==> src/rtl/sparse_act_encoder.sv <==
// Compresses a dense activation row stream into a per-row zero-flag word plus
// non-zero values packed PACK per FM word, on the mem_controller write protocol.
module sparse_act_encoder #(
   parameter int unsigned DATA_WIDTH    = 8,
   parameter int unsigned PACK          = 3,
   parameter int unsigned ROW_LEN       = 16,
   parameter int unsigned ROW_CNT_WIDTH = 8
) (
   input  logic                          clk,
   input  logic                          reset,
   input  logic                          start,
   input  logic [ROW_CNT_WIDTH-1:0]      num_rows,
   input  logic                          in_valid,
   input  logic [DATA_WIDTH-1:0]         in_data,
   output logic                          in_ready,
   output logic                          wr_req_act_flag,
   output logic [ROW_LEN-1:0]            wr_data_act_flag,
   output logic                          wr_req_act,
   output logic [PACK*DATA_WIDTH-1:0]    wr_data_act,
   output logic [$clog2(ROW_LEN+1)-1:0]  row_val_num,
   output logic                          busy,
   output logic                          done
);

   localparam int unsigned FM_W   = PACK * DATA_WIDTH;
   localparam int unsigned IDX_W  = (ROW_LEN > 1) ? $clog2(ROW_LEN) : 1;
   localparam int unsigned LANE_W = $clog2(PACK + 1);
   localparam int unsigned CNT_W  = $clog2(ROW_LEN + 1);

   typedef enum logic [1:0] {
      ST_IDLE,
      ST_RUN,
      ST_DONE
   } state_e;

   state_e                   state_q, state_d;
   logic [ROW_CNT_WIDTH-1:0] rows_q, rows_d;
   logic [ROW_CNT_WIDTH-1:0] row_cnt_q, row_cnt_d;
   logic [IDX_W-1:0]         elem_idx_q, elem_idx_d;
   logic [LANE_W-1:0]        lane_cnt_q, lane_cnt_d;
   logic [FM_W-1:0]          word_q, word_d;
   logic [ROW_LEN-1:0]       flags_q, flags_d;
   logic [CNT_W-1:0]         nz_cnt_q, nz_cnt_d;

   logic                     wr_req_act_q, wr_req_act_d;
   logic [FM_W-1:0]          wr_data_act_q, wr_data_act_d;
   logic                     wr_req_flag_q, wr_req_flag_d;
   logic [ROW_LEN-1:0]       wr_data_flag_q, wr_data_flag_d;
   logic [CNT_W-1:0]         row_val_num_q, row_val_num_d;

   logic                     nz;
   logic                     last_elem;
   logic                     emit;
   logic [LANE_W-1:0]        lane_nxt;
   logic [FM_W-1:0]          word_ins;
   logic [ROW_LEN-1:0]       flags_nxt;
   logic [CNT_W-1:0]         nz_nxt;
   logic [ROW_CNT_WIDTH-1:0] row_cnt_inc;

   // Datapath view of the current element as if it were accepted this cycle.
   always_comb begin
      nz        = |in_data;
      last_elem = (elem_idx_q == IDX_W'(ROW_LEN - 1));
      lane_nxt  = lane_cnt_q + LANE_W'(nz);
      flags_nxt = {flags_q[ROW_LEN-2:0], nz};
      nz_nxt    = nz_cnt_q + CNT_W'(nz);
      row_cnt_inc = row_cnt_q + ROW_CNT_WIDTH'(1);
      word_ins  = word_q;
      for (int unsigned l = 0; l < PACK; l++) begin
         if (nz && (lane_cnt_q == LANE_W'(l)))
            word_ins[(PACK-1-l)*DATA_WIDTH +: DATA_WIDTH] = in_data;
      end
      emit = (lane_nxt == LANE_W'(PACK)) || (last_elem && (lane_nxt != '0));
   end

   always_comb begin
      state_d        = state_q;
      rows_d         = rows_q;
      row_cnt_d      = row_cnt_q;
      elem_idx_d     = elem_idx_q;
      lane_cnt_d     = lane_cnt_q;
      word_d         = word_q;
      flags_d        = flags_q;
      nz_cnt_d       = nz_cnt_q;
      wr_req_act_d   = 1'b0;
      wr_data_act_d  = wr_data_act_q;
      wr_req_flag_d  = 1'b0;
      wr_data_flag_d = wr_data_flag_q;
      row_val_num_d  = row_val_num_q;

      case (state_q)
         ST_IDLE: begin
            if (start) begin
               if (num_rows != '0) begin
                  state_d    = ST_RUN;
                  rows_d     = num_rows;
                  row_cnt_d  = '0;
                  elem_idx_d = '0;
                  lane_cnt_d = '0;
                  word_d     = '0;
                  flags_d    = '0;
                  nz_cnt_d   = '0;
               end else begin
                  state_d = ST_DONE;
               end
            end
         end
         ST_RUN: begin
            if (in_valid) begin
               flags_d  = flags_nxt;
               nz_cnt_d = nz_nxt;
               if (emit) begin
                  wr_req_act_d  = 1'b1;
                  wr_data_act_d = word_ins;
                  word_d        = '0;
                  lane_cnt_d    = '0;
               end else begin
                  word_d     = word_ins;
                  lane_cnt_d = lane_nxt;
               end
               if (last_elem) begin
                  wr_req_flag_d  = 1'b1;
                  wr_data_flag_d = flags_nxt;
                  row_val_num_d  = nz_nxt;
                  flags_d        = '0;
                  nz_cnt_d       = '0;
                  elem_idx_d     = '0;
                  lane_cnt_d     = '0;
                  row_cnt_d      = row_cnt_inc;
                  if (row_cnt_inc == rows_q)
                     state_d = ST_DONE;
               end else begin
                  elem_idx_d = elem_idx_q + IDX_W'(1);
               end
            end
         end
         ST_DONE: state_d = ST_IDLE;
         default: state_d = ST_IDLE;
      endcase
   end

   always_ff @(posedge clk) begin
      if (reset) begin
         state_q        <= ST_IDLE;
         rows_q         <= '0;
         row_cnt_q      <= '0;
         elem_idx_q     <= '0;
         lane_cnt_q     <= '0;
         word_q         <= '0;
         flags_q        <= '0;
         nz_cnt_q       <= '0;
         wr_req_act_q   <= 1'b0;
         wr_data_act_q  <= '0;
         wr_req_flag_q  <= 1'b0;
         wr_data_flag_q <= '0;
         row_val_num_q  <= '0;
      end else begin
         state_q        <= state_d;
         rows_q         <= rows_d;
         row_cnt_q      <= row_cnt_d;
         elem_idx_q     <= elem_idx_d;
         lane_cnt_q     <= lane_cnt_d;
         word_q         <= word_d;
         flags_q        <= flags_d;
         nz_cnt_q       <= nz_cnt_d;
         wr_req_act_q   <= wr_req_act_d;
         wr_data_act_q  <= wr_data_act_d;
         wr_req_flag_q  <= wr_req_flag_d;
         wr_data_flag_q <= wr_data_flag_d;
         row_val_num_q  <= row_val_num_d;
      end
   end

   // Entering DONE on the last row end lines done up with the final flag strobe.
   assign in_ready         = (state_q == ST_RUN);
   assign busy             = (state_q == ST_RUN);
   assign done             = (state_q == ST_DONE);
   assign wr_req_act       = wr_req_act_q;
   assign wr_data_act      = wr_data_act_q;
   assign wr_req_act_flag  = wr_req_flag_q;
   assign wr_data_act_flag = wr_data_flag_q;
   assign row_val_num      = row_val_num_q;

endmodule

==> config.mk <==
export PLATFORM = sky130hd
export DESIGN_NAME = sparse_act_encoder
export DESIGN_NICKNAME = d
export VERILOG_FILES = /design/src/rtl/sparse_act_encoder.sv
export SDC_FILE = /design/constraint.sdc
export NUM_CORES = 1
export LEC_CHECK = 0
export ABC_AREA = 0
export CAP_MARGIN = 20
export CELL_PAD_IN_SITES_DETAIL_PLACEMENT = 1
export CELL_PAD_IN_SITES_GLOBAL_PLACEMENT = 2
export CORE_MARGIN = 2
export CORE_UTILIZATION = 35
export CTS_CLUSTER_DIAMETER = 30
export CTS_CLUSTER_SIZE = 20
export DETAILED_ROUTE_END_ITERATION = 10
export GPL_TIMING_DRIVEN = 0
export HOLD_SLACK_MARGIN = 0.08
export PLACE_DENSITY = 0.8
export SLEW_MARGIN = 20
export SYNTH_ARGS = -nofsm -noshare
export SYNTH_HDL_FRONTEND = slang
export SYNTH_SLANG_ARGS = --single-unit
export TNS_END_PERCENT = 50
==> constraint.sdc <==
create_clock -name clk -period 5 [get_ports clk]
set_clock_uncertainty 0.05 [all_clocks]
set_input_delay 1 -clock clk [delete_from_list [all_inputs] [get_ports clk]]
set_output_delay 1 -clock clk [all_outputs]
set_load 0.1 [all_outputs]
Word-level counts from Yosys, hierarchy flattened --
Index checks and enable logic that the tools add are counted.
Operators by class: equal/unequal tests 12, reductions and logical operators 18, bitwise logic cells 2, muxes and demuxes 42, add/subtract/negate cells 4
Operator list (number):
- $mux W24 | 4
- $mux W15 | 4
- $mux W8 | 7
- $pmux W24 S2 | 1
- $pmux W15 S2 | 1
- $mux W2 | 10
- $mux W5 | 4
- $mux W4 | 4
- $pmux W8 S2 | 1
- $pmux W5 S2 | 1
- $reduce_and A3 Y1 | 3
- $add A8 B1 Y8 const B | 1
- $eq A8 B8 Y1 | 1
- $pmux W2 S2 | 2
- $pmux W4 S2 | 1
- $reduce_and A4 Y1 | 2
- $reduce_bool A8 Y1 | 1
- $reduce_or A8 Y1 | 1
- $eq A2 B2 Y1 const B | 3
- $ne A2 B2 Y1 const B | 3
- $add A5 B1 Y5 | 1
- $reduce_and A5 Y1 | 1
- $add A4 B1 Y4 const B | 1
- $eq A2 B1 Y1 const B | 2
- 10 further kinds | 18
Storage, ports and cells: register bits 115, logic and storage cells 91

Longest topological paths before layout --
word-level depth 9, depth in mapped cells 11, gate-level depth less buffers 9

Least setup slack after synthesis --
No wires, ideal clock.
path type input to register, start input port in_data[4], end register wr_data_act_q[0], in the netlist wr_data_act[0], stages on the path 11, arrival time 3067 ps, path slack 1803 ps, cells stage by stage nor4_2 -> and2_1 -> inv_1 -> ha_1 -> xor2_1 -> maj3_4 -> and2_1 -> clkbuf_1 -> buf_6 -> buf_6 -> a211oi_2
Between the ends: word-level cells in the longest chain between the ends 6
RTL lines:
- start, declared | line 14 | input logic [DATA_WIDTH-1:0] in_data,
- $reduce_or A8 Y1 * | line 62 | nz = |in_data;
- via nz | line 51 | logic nz;
- $add A2 B1 Y2 | line 64 | lane_nxt = lane_cnt_q + LANE_W'(nz);
- $reduce_bool A2 Y1 | line 73 | emit = (lane_nxt == LANE_W'(PACK)) || (last_elem && (lane_nxt != '0));
- $logic_and A1 B1 Y1 | line 73
- $logic_or A1 B1 Y1 | line 73
- $reduce_and A3 Y1 (no line)
- end signal, assigned | line 167 | wr_data_act_q <= wr_data_act_d;
- end, declared | line 46 | logic [FM_W-1:0] wr_data_act_q, wr_data_act_d;
Mark *: on every way through the listed nets, which the timed path passes. The rest lies on a longest branch. A chain may end at the register's enable or synchronous reset.

Worst setup path after layout --
start input port in_data[1], end register word_q[10]
Between the ends: word-level cells in the longest chain between the ends 8
RTL lines:
- $reduce_or A8 Y1 * | line 62
- via nz | line 51
- $add A2 B1 Y2 | line 64
- $reduce_bool A2 Y1 | line 73
- $logic_and A1 B1 Y1 | line 73
- $logic_or A1 B1 Y1 | line 73
- $mux W24 * | line 112 | if (emit) begin
- $mux W24 * | line 109 | if (in_valid) begin
- $pmux W24 S2 * | line 91 | case (state_q)
- end signal, assigned | line 163 | word_q <= word_d;
- end, declared | line 41 | logic [FM_W-1:0] word_q, word_d;
Mark *: on every way through the listed nets, which the timed path passes. The rest lies on a longest branch. The select of a mux whose other input is x is not followed.

==> out/summary.txt <==
Die Wd -> 124 um
Max Slew Vio Count -> 0
Total Wirelength -> 15,100 um
Post-synth EDFFs -> 0
Avg Inst Size Synth -> 8.64 sq um
setup TNS -> 0 ns
yosys synthesis warning count -> 0
root buf cell -> clkbuf_16
CTS tree -> yes
routed vias -> 4,545
fraction of registers with async set/reset -> 0%
critical path class -> input port to flip-flop
Crit Path Max Fanout -> 8
reg2reg setup slack -> 2.58 ns
Bufs on Longest Clock Path -> 2
final setup fails -> 0
fin area -> 6540 sq um
Leak -> 2.20 nW
Hold Buf Count CTS -> 0
Max Freq -> 252 MHz
Final HPWL DP -> 10,900 um
Worst setup EP type -> flip-flop
via-per-instance ratio -> 5.25
Yosys top cell by area -> dfxtp_1
remaining routing DRC violations -> 0
vias in the first global route -> 4,797
R2R Path End -> word_q[10]
clk sink count -> 115
DRT iter0 DRCs -> 198
Register-to-Register Path Depth -> 7
Post-DRT Antenna Nets -> 0
Clk Latency, worst-skew pair -> 0.41 ns
core area -> 14,000 sq um
RSZ-0062 raised after global routing -> no
initial antenna violation count -> 0
Max Cap Violations -> 0
status -> finished clean
Syn Inst Count -> 584
I/O pin total -> 70
die height -> 124 um
pwr/cell area -> 357 nW/um^2
library cells used by synthesis -> 52
pin count of the biggest net entering global routing -> 17
Hold WC Path Type -> flip-flop to flip-flop
R2R Path Start -> elem_idx_q[0]
share of cells above drive strength 1 -> 10.5%
first-pass GRT wire length -> 24,500 um
CP Launch Type -> input port
P&R area growth vs syn -> 29.6%
routability cong. -> 0.819
Reg clk slew, reported paths -> 0.06 ns
Synth Cell Area -> 5050 sq um
WHS Path Cells -> 2
Hold Vio Cnt, Final -> 0
I/O Buffers -> 69
most frequent cells in the layout -> dfxtp_1, nand2_1, a21oi_1
Nets -> 697
Worst Hold Launch -> wr_data_act_flag[11]
number of setup buffers added after CTS -> 0
gr ovfl total -> 0
die area -> 15,400 sq um
Slew headroom -> 33.7%
ranking of synthesized cells by area -> dfxtp_1, a21oi_1, nand2_1
wire length per cell -> 17.5 um
post-synth top area share -> 45.6%
Slew @ Worst Pin -> 0.991 ns
Area after DPL -> 5960 sq um
num rows -> 43
net count after synthesis -> 609
Num CTS Buffers -> 17
Final period util -> 79.4%
crit path DAT -> 4.25 ns
commonest non-fill, non-tap cell in the layout -> dfxtp_1
post-layout min period -> 3.97 ns
H-tree Lvls -> 4
GRT Util Overall -> 21.0%
CP Data Required Time -> 5.29 ns
ys flop type -> dfxtp_1
synthesis-stage register bit count -> 115
n_diodes -> 0
Pre-Repair DR Iteration Count -> 4
Starting Density -> 36.1%
Min-Delay Endpoint -> wr_data_act_flag[11]
Max VDD drop -> 0.000225 V
register area share after synthesis -> 45.6%
Resize count post-CTS -> 0
synth_stat cells, types with 2 or more instances:
cell / instances
mux2i_1: 25
o32ai_1: 8
nor3_2: 2
and3_1: 6
a21oi_1: 73
nand2_1: 93
a31oi_1: 2
nor3b_2: 2
a311oi_1: 2
a211oi_1: 20
xnor2_1: 8
buf_2: 7
a211oi_2: 10
nand2b_1: 10
buf_1: 4
clkbuf_1: 20
nor3_1: 4
nor4_2: 3
buf_6: 7
or4_1: 5
dfxtp_1: 115
nand3_1: 27
inv_1: 10
ha_1: 5
buf_4: 3
xor2_1: 7
and2_1: 4
o21ai_1: 23
nor4_1: 4
nand4b_1: 3
or3_1: 2
nor2b_1: 6
o21ai_0: 4
nor2_1: 42
metal layers:
layer | track usage (%) | vias up | routed length [um]
met2 | 37.4 | 80 | 7820
met3 | 4.30 | 20 | 496
met1 | 24.3 | 2216 | 6520
met4 | 8.99 | 0 | 278
met5 | 0 | - | 0
li1 | - | 2229 | -
cell type report:
class / instances / area (sq um)
fill: 1664 / 7450
multi-input combinational: 417 / 2480
sequential: 115 / 2300
timing repair buffer: 69 / 691
clock buffer: 19 / 443
buffer: 41 / 226
tap: 180 / 225
clock inverter: 13 / 134
inverter: 11 / 41.3
through the flow:
stage	utilization (%)	std cells	power, W	worst slack (ns)	hold WS (ns)
final	46.8	865	0.00233	1.03	0.402
after global routing	46.8	865	0.00242	0.757	0.424
after CTS	46.8	865	0.00236	1.06	0.406
after detailed placement	42.6	833	0.00117	0.685	0.398
after global placement	42.6	833	0.00117	0.714	0.392
after floorplan	-	584	0.00110	1.80	0.382
critical path, cell delays in order:
cell and delay [ns]:
clkdlybuf4s50_1 0.61, nor4_2 0.44, and2_1 0.26, inv_1 0.13, ha_1 0.24, xor2_1 0.18, maj3_4 0.41, nor4_2 0.63
nand2_1 0.15, a21oi_1 0.19
how the worst max path moves through the flow:
stage / depth (start not counted) / slack (ns) / from / endpoint
5_1_grt: 10 / 0.76 / in_data[4] / word_q[10]
2_1_floorplan: 11 / 1.80 / in_data[4] / wr_data_act[0]
3_3_place_gp: 10 / 0.71 / in_data[4] / word_q[15]
6_report: 10 / 1.03 / in_data[1] / word_q[10]
4_1_cts: 10 / 1.06 / in_data[4] / word_q[10]
3_5_place_dp: 12 / 0.68 / in_data[1] / wr_data_act[22]
report_power, final:
group,total [W],internal [W],switching (W),leakage (nW)
logic,0.000215,0.0000679,0.000147,0.991
registers,0.000939,0.000930,0.00000893,0.929
clock network,0.00118,0.000743,0.000438,0.279
total,0.00233,0.00174,0.000594,2.20
sequential cells by signal, summed over array words and instances, names as in the netlist, 4 cells and up:
signal	cells
row_cnt_q	8
rows_q	8
nz_cnt_q	5
word_q	24
wr_data_act_flag	16
elem_idx_q	4
row_val_num	5
wr_data_act	24
flags_q	15
kinds of logic after synthesis:
logic type               synth area share [%]
AND/OR/NAND/NOR                          20.9
adder cells (fa/ha/maj)                  1.51
XOR/XNOR                                 2.60
AO/OA/AOI/OAI                            19.1
flip-flops                               45.6
buffers and inverters                    5.30
multiplexers                             4.96
Power figures use the tool's default switching activity.
